File: src/rtl/zmc_alu_ctrl.sv
// ---------------------------------------------------------------------------
// zmc_alu_ctrl
// Issue controller between the instruction sequencer and the 16-bit ALU.
// Takes one operation at a time, holds the opcode on the ALU for the whole
// operation, completes single-cycle ops in one EXEC cycle, waits on the ALU
// valid strobe for mul/div ops (with a timeout), owns the architectural flag
// register, and returns result/flags/error over a valid/ready response port.
//
// Ports
//   clk, reset                  clock, synchronous active-high reset
//   req_valid/req_ready         request handshake (ready only in IDLE)
//   req_a, req_b, req_op        operands and opcode (op[7:6]==2'b11 -> mul/div)
//   req_flag_we                 commit op flags to flag register on success
//   rsp_valid/rsp_ready         response handshake
//   rsp_lo, rsp_hi              result halves (hi = 0 for single-cycle ops)
//   rsp_flags, rsp_err          {Z,S,C,OVR} of the op, mul/div timeout
//   flags_out, busy             flag register, state != IDLE
//   alu_*_out                   operands/opcode/flag register to the ALU
//   alu_*_in                    result, flags and valid strobe from the ALU
// ---------------------------------------------------------------------------
module zmc_alu_ctrl #(
  parameter int                DATA_WL = 16,
  parameter int                OP_WL   = 8,
  parameter logic [OP_WL-1:0]  NOP_OP  = 8'h00,
  parameter int                TIMEOUT = 64
) (
  input  logic               clk,
  input  logic               reset,
  // request
  input  logic               req_valid,
  output logic               req_ready,
  input  logic [DATA_WL-1:0] req_a,
  input  logic [DATA_WL-1:0] req_b,
  input  logic [OP_WL-1:0]   req_op,
  input  logic               req_flag_we,
  // response
  output logic               rsp_valid,
  input  logic               rsp_ready,
  output logic [DATA_WL-1:0] rsp_lo,
  output logic [DATA_WL-1:0] rsp_hi,
  output logic [3:0]         rsp_flags,
  output logic               rsp_err,
  // status
  output logic [3:0]         flags_out,
  output logic               busy,
  // to ALU
  output logic [DATA_WL-1:0] alu_a_out,
  output logic [DATA_WL-1:0] alu_b_out,
  output logic [OP_WL-1:0]   alu_op_out,
  output logic               alu_z_flag_out,
  output logic               alu_s_flag_out,
  output logic               alu_c_flag_out,
  output logic               alu_ovr_flag_out,
  // from ALU
  input  logic [DATA_WL-1:0] alu_c_in,
  input  logic               alu_z_flag_in,
  input  logic               alu_s_flag_in,
  input  logic               alu_c_flag_in,
  input  logic               alu_ovr_flag_in,
  input  logic               alu_valid_in
);

  // Counter is at least 7 bits and always wide enough for TIMEOUT-1.
  localparam int CNT_W = ($clog2(TIMEOUT) > 7) ? $clog2(TIMEOUT) : 7;
  localparam logic [CNT_W-1:0] CNT_LAST = CNT_W'(TIMEOUT - 1);
  localparam logic [CNT_W-1:0] CNT_MAX  = '1;

  typedef enum logic [1:0] {
    S_IDLE    = 2'd0,
    S_EXEC    = 2'd1,
    S_WAIT_MD = 2'd2,
    S_DONE    = 2'd3
  } state_t;

  state_t             state_q;
  logic [DATA_WL-1:0] a_q, b_q;
  logic [OP_WL-1:0]   alu_op_q;
  logic               we_q;
  logic [CNT_W-1:0]   cnt_q, cnt_d;
  logic [DATA_WL-1:0] prev_q;
  logic [DATA_WL-1:0] lo_q, hi_q;
  logic [3:0]         rflags_q;
  logic               err_q;
  logic [3:0]         flags_q;

  logic [3:0]         alu_flags;
  logic               req_is_md;

  assign alu_flags = {alu_z_flag_in, alu_s_flag_in, alu_c_flag_in, alu_ovr_flag_in};
  assign req_is_md = (req_op[OP_WL-1:OP_WL-2] == 2'b11);

  // Saturating increment; the FSM leaves WAIT_MD at CNT_LAST so saturation
  // only matters if TIMEOUT is set right at the counter's range.
  assign cnt_d = (cnt_q == CNT_MAX) ? cnt_q : cnt_q + 1'b1;

  always_ff @(posedge clk) begin
    if (reset) begin
      state_q  <= S_IDLE;
      a_q      <= '0;
      b_q      <= '0;
      alu_op_q <= NOP_OP;
      we_q     <= 1'b0;
      cnt_q    <= '0;
      prev_q   <= '0;
      lo_q     <= '0;
      hi_q     <= '0;
      rflags_q <= '0;
      err_q    <= 1'b0;
      flags_q  <= '0;
    end else begin
      case (state_q)
        S_IDLE: begin
          if (req_valid) begin
            a_q      <= req_a;
            b_q      <= req_b;
            alu_op_q <= req_op;   // opcode stays on the ALU until completion
            we_q     <= req_flag_we;
            cnt_q    <= '0;
            state_q  <= req_is_md ? S_WAIT_MD : S_EXEC;
          end
        end
        S_EXEC: begin
          lo_q     <= alu_c_in;
          hi_q     <= '0;
          rflags_q <= alu_flags;
          err_q    <= 1'b0;
          if (we_q) flags_q <= alu_flags;
          alu_op_q <= NOP_OP;
          state_q  <= S_DONE;
        end
        S_WAIT_MD: begin
          // ALU presents the low half the cycle before it raises valid with
          // the high half, so keep one cycle of history.
          prev_q <= alu_c_in;
          if (alu_valid_in) begin
            hi_q     <= alu_c_in;
            lo_q     <= prev_q;
            rflags_q <= alu_flags;
            err_q    <= 1'b0;
            if (we_q) flags_q <= alu_flags;
            alu_op_q <= NOP_OP;
            state_q  <= S_DONE;
          end else if (cnt_q == CNT_LAST) begin
            // Abort: zero result, error set, flag register untouched.
            hi_q     <= '0;
            lo_q     <= '0;
            rflags_q <= '0;
            err_q    <= 1'b1;
            alu_op_q <= NOP_OP;
            state_q  <= S_DONE;
          end else begin
            cnt_q <= cnt_d;
          end
        end
        S_DONE: begin
          if (rsp_ready) state_q <= S_IDLE;
        end
        default: begin
          state_q  <= S_IDLE;
          alu_op_q <= NOP_OP;
        end
      endcase
    end
  end

  assign req_ready = (state_q == S_IDLE);
  assign busy      = (state_q != S_IDLE);
  assign rsp_valid = (state_q == S_DONE);
  assign rsp_lo    = lo_q;
  assign rsp_hi    = hi_q;
  assign rsp_flags = rflags_q;
  assign rsp_err   = err_q;
  assign flags_out = flags_q;

  assign alu_a_out        = a_q;
  assign alu_b_out        = b_q;
  assign alu_op_out       = alu_op_q;
  assign alu_z_flag_out   = flags_q[3];
  assign alu_s_flag_out   = flags_q[2];
  assign alu_c_flag_out   = flags_q[1];
  assign alu_ovr_flag_out = flags_q[0];

endmodule

File: config.mk
export PLATFORM = sky130hd
export DESIGN_NAME = zmc_alu_ctrl
export DESIGN_NICKNAME = d
export VERILOG_FILES = /design/src/rtl/zmc_alu_ctrl.sv
export SDC_FILE = /design/constraint.sdc
export NUM_CORES = 1
export LEC_CHECK = 0
export CAP_MARGIN = 20
export CORE_ASPECT_RATIO = 0.8
export CORE_MARGIN = 2
export CORE_UTILIZATION = 40
export CTS_BUF_LIST = sky130_fd_sc_hd__clkbuf_8 sky130_fd_sc_hd__clkbuf_16
export CTS_CLUSTER_DIAMETER = 30
export DETAILED_ROUTE_END_ITERATION = 8
export PLACE_DENSITY = 0.77
export SYNTH_ARGS = -nofsm -noshare
export SYNTH_HDL_FRONTEND = slang
export SYNTH_SLANG_ARGS = --single-unit
File: constraint.sdc
create_clock -name clk -period 1.7 [get_ports clk]
set_input_delay 0.51 -clock clk [delete_from_list [all_inputs] [get_ports clk]]
set_output_delay 0.51 -clock clk [all_outputs]
set_load 0.02 [all_outputs]
; Word level (Yosys, flattened, before mapping)
; Index checks and enable logic that the tools add are counted.
[word_totals]
ff_bits = 107
in_bits = 66
[op_classes]
addsub = 1
eq_ne = 13
muxes = 29
n_reduce_logical = 11
[op_table]
columns = op, count
row1 = 16-bit case mux with 2 select lines, 2
row2 = 16-bit 2-to-1 mux, 3
row3 = 7-bit 2-to-1 mux, 4
row4 = 8-bit 2-to-1 mux, 3
row5 = 8-bit case mux with 3 select lines, 1
row6 = 4-bit 2-to-1 mux, 4
row7 = 4-bit case mux with 2 select lines, 2
row8 = 7-bit case mux with 2 select lines, 1
row9 = 2-bit 2-to-1 mux, 5
row10 = "2-bit != test, second input constant", 5
row11 = 2-bit case mux with 4 select lines, 1
row12 = "7-bit by 1-bit adder with 7-bit output, second input constant", 1
row13 = "7-bit by 6-bit == test with 1-bit output, second input constant", 1
row14 = "7-bit == test, second input constant", 1
row15 = "2-bit == test, second input constant", 3
row16 = 2-bit AND reduction, 3
row17 = 3-bit AND reduction, 2
row18 = 2-bit nonzero test, 3
row19 = 5-bit AND reduction, 1
row20 = "3-bit != test, second input constant", 1
row21 = 3-bit nonzero test, 1
row22 = "2-bit by 1-bit == test with 1-bit output, second input constant", 1
row23 = 2-bit logical NOT, 1
row24 = 1-bit 2-to-1 mux, 2
row25 = 2 further kinds, 2

; Longest topological paths before layout
[depth]
ltp_word = 5
ltp_mapped = 7
mapped_depth_nobuf = 6

; Worst setup path after synthesis
; OpenSTA, ideal clock, no wires.
[synth_timing]
kind = register to register
start = register state_q[0]
end = register lo_q[5] (netlist: rsp_lo[5])
setup_ns = 0.132
arrival_ns = 1.654
t_required_ns = 1.568
path_slack_ns = -0.086
stages_incl_launch_ff = 8
n_path_buf = 1
cell_sequence = dfxtp_1 inv_1 ha_1 and4b_1 a22oi_4 buf_2 a311oi_1 nor3_1
[synth_between]
elab_chain_len = 3
elab_cells_between_ends = 6
[synth_rtl]
columns = element, line_no
row1 = start: declaration, 75  ; state_t state_q;
row2 = start signal: assignment, 119  ; state_q <= req_is_md ? S_WAIT_MD : S_EXEC;
row3 = 2-bit == test / 2-bit by 1-bit == test with 1-bit output (equally long branches), 111  ; case (state_q)
row4 = 3-bit != test (no line) / 2-bit nonzero test (equally long branches), -
row5 = 2-bit AND reduction (no line), -
row6 = end signal: assignment, 123  ; lo_q <= alu_c_in;
row7 = end signal: assignment, 137  ; lo_q <= prev_q;
row8 = end: declaration, 81  ; logic [DATA_WL-1:0] lo_q, hi_q;
; Several ways; a longest one is shown, not always the timed one.
; A chain may end at the register's enable or synchronous reset.

; Final worst setup path
[layout_timing]
start = register state_q[1]
end = register cnt_q[4]
[layout_between]
elab_chain_len = 3
elab_cells_between_ends = 9
[layout_rtl]
columns = element, line_no
row1 = 2-bit == test / 2-bit logical NOT (equally long branches), 111
row2 = 2-bit != test (no line) / 2-bit nonzero test (equally long branches), -
row3 = 5-bit AND reduction (no line), -
row4 = end signal: assignment, 152  ; cnt_q <= cnt_d;
row5 = end: declaration, 79  ; logic [CNT_W-1:0] cnt_q, cnt_d;
; Several ways; a longest one is shown, not always the timed one.

==> flow_summary.ini <==
[placement]
portBuffers = 153
dpl.hpwl_microns = 8060
placed_area_sq_um = 6060
gp_congestion = 0.798

[clock_tree]
cts_tree = yes
cts_max_path_buffers = 2
cts_hold_buffers = 0
insertion_delay_ps = 340
cts.clk_slew.worst_paths_ps = 70
h-tree-depth = 3
cts_num_sinks = 107
cts-buffers-inserted = 9
cts_root_buf = clkbuf_16

[cells_and_area]
layout_commonest_cell = dfxtp_1
final_net_count = 721
layout-drive-gt1-share_pct = 13.5
final_cell_area_sq_um = 6500
syn_to_final_growth_pct = 51.6
layout_common_cells = dfxtp_1, nand2_1, dlygate4sd2_1
fillers = 904
utilization_pct = 62.9
antenna_cells = 0

[floorplanning]
die_y_microns = 96.6
dieArea_sq_um = 11600
core.rowCount = 33
start_util_pct = 41.5
die_w_microns = 120
io_pins = 154
core_sq_um = 10300

[outcome]
violations = negative setup slack
outcome = finished with violations

[logic_synthesis]
yosys_most_used_dff = dfxtp_1
netlist_area_sq_um = 4290
yosys_warnings = 0
yosysTopAreaCellShare_pct = 50.0
synthXorXnorAreaFrac_pct = 0
syn-instance-count = 497
synth_seq_area_share_pct = 50.0
yosys.area.top_type = dfxtp_1
synth.mux.area_fraction_pct = 4.20
synth_area_leaders = dfxtp_1, nand2_1, a21oi_1, mux2i_1, nor2_1
synth-simple-area-share_pct = 23.3
syn-mean-instance-area_sq_um = 8.62
synth_fp_nets = 569
ys_ff_latch = 107
synthArstFlopShare_pct = 0
synth.distinct_cells = 43
synth-edff-count = 0
synth_top_family_by_area = simple AND/OR/NAND/NOR gates
synth_compound_area_share_pct = 15.5
synth-adder-area-share_pct = 1.75

[routing]
antenna_left = 0
drt_wl_total_microns = 12000
routedWlPerCell_microns = 15.1
first_pass_iters = 4
vias_per_cell = 5.21
drc = 0
drtIter0Drc = 242
vias = 4140

[global_routing]
grt_overflow = 0
grt_max_degree = 65
grt_pass1_wl_microns = 17900
grt_pass1_vias = 3632
grtUsageTotal_pct = 19.2
antenna_found_initial = 0

[timing]
finalHoldViolCount = 0
clock_skew_ps = 7.86
worst_pin_slew_ps = 429
final_max_slew_viol_count = 0
rsz0062_at_grt = true
max_freq_mhz = 588
period_share_pct = 100
relSlewSlack_pct = 71.4
period_minus_slack_ps = 1700
setup_viol = 1
setup_slack_ps = -0.511

[power]
p_leak_nw = 2.80
ir_drop_mv = 0.750
power.total_mw = 10.3
powerDensity_nw_per_um2 = 1590

[min_path]
min_to = alu_a_out[9]
min_path_cells = 2
min-delay-start = alu_a_out[9]
hp-class = reg -> reg

[worst_setup_path]
critPathKind = reg -> reg
crit_required_ps = 1970
r2r-end = cnt_q[4]
r2r-start = state_q[1]
startpoint_type = flop
worstPathMaxFanout = 8
arrival_ps = 1970
reg2reg_depth = 6
end_kind = flop
reg2reg_slack_ps = -0.5

[run]
max-cap-violations = 0
[cell families (layout without fill, tap and decap cells)]
group	after synthesis	in the layout
buf+inv	49	206
simple gates	216	216
mux	18	18
fa+ha+maj	6	6
compound gates	101	101
flops	107	107
[power by group]
| group | internal, mW | switching, mW |
|---|---|---|
| combinational | 2.08 | 2.73 |
| sequential | 3.02 | 0.295 |
| clock | 1.29 | 0.920 |
| total | 6.39 | 3.95 |
[routing by layer]
layer / up-vias / routed length [microns] / share of wire [%] / global-route usage (%)
met2: 115 / 5960 / 50 / 31.6
met5: - / 0 / 0 / 0
met3: 8 / 663 / 5.5 / 5.46
met1: 1996 / 5270 / 44 / 24.5
li1: 2021 / - / - / -
met4: 0 / 129 / 1.1 / 6.08
[flip-flops by register name (all words and copies together), names as in the netlist, 2 cells and up]
name and cells:
rsp_lo 16, flags_out 4, cnt_q 7, rsp_hi 16, rsp_flags 4, alu_a_out 16
state_q 2, prev_q 16, alu_b_out 16, alu_op_out 8
[layout make-up]
| class | instances | area (sq um) | area share, % |
|---|---|---|---|
| inverter | 6 | 25.0 | 0.385 |
| clock buffer | 9 | 225 | 3.47 |
| tap | 140 | 175 | 2.70 |
| multi-input combinational | 341 | 2100 | 32.3 |
| sequential | 107 | 2150 | 33.1 |
| timing repair buffer | 184 | 1740 | 26.7 |
| clock inverter | 7 | 91.3 | 1.41 |
[repair_timing]
| item | in CTS | in global routing |
|---|---|---|
| pin swaps | 2 | 7 |
| cloned | 0 | 1 |
| buffers inserted | 0 | 5 |
| endpoints found under the setup margin | 121 | 45 |
| gates resized for setup | 107 | 28 |
[per-stage QoR]
step                      hold slack, ps  instances  setup WS, ps  setup TNS [ps]
after floorplan                      456        497          12.8               0
after global placement               441        772          -351          -16380
after detailed placement             445        772          -380          -17820
after CTS                            454        788         -28.0           -30.7
after global routing                 475        794         -79.1            -769
final                                450        794        -0.511          -0.511
[how the worst max path moves through the flow]
stage / slack [ps] / to / startpoint
after global routing: -80 / cnt_q[4] / state_q[0]
final: -0.5 / cnt_q[4] / state_q[1]
after CTS: -30 / cnt_q[4] / state_q[1]
after global placement: -350 / rsp_lo[5] / alu_valid_in
after floorplan: 10 / rsp_lo[5] / state_q[1]
after detailed placement: -380 / rsp_lo[12] / alu_valid_in
[worst max-delay path: stages, from the launching register on]
cell and delay (ps):
dfxtp_2 340, buf_4 150, ha_4 190, and3_4 160, and2_4 160, or4_1 510
a21boi_1 140
[Yosys cell counts, types with 4 or more instances]
master and number:
a21oi_1 60, a22o_1 8, a22oi_1 4, a311oi_1 16, buf_1 5, buf_2 11
buf_4 5, clkbuf_1 21, dfxtp_1 107, ha_1 6, inv_1 6, mux2i_1 18
nand2_1 94, nand3_1 9, nand4_1 18, nor2_1 40, nor2b_1 18, nor3_1 19
No activity file was read; power rests on OpenSTA's default activity.
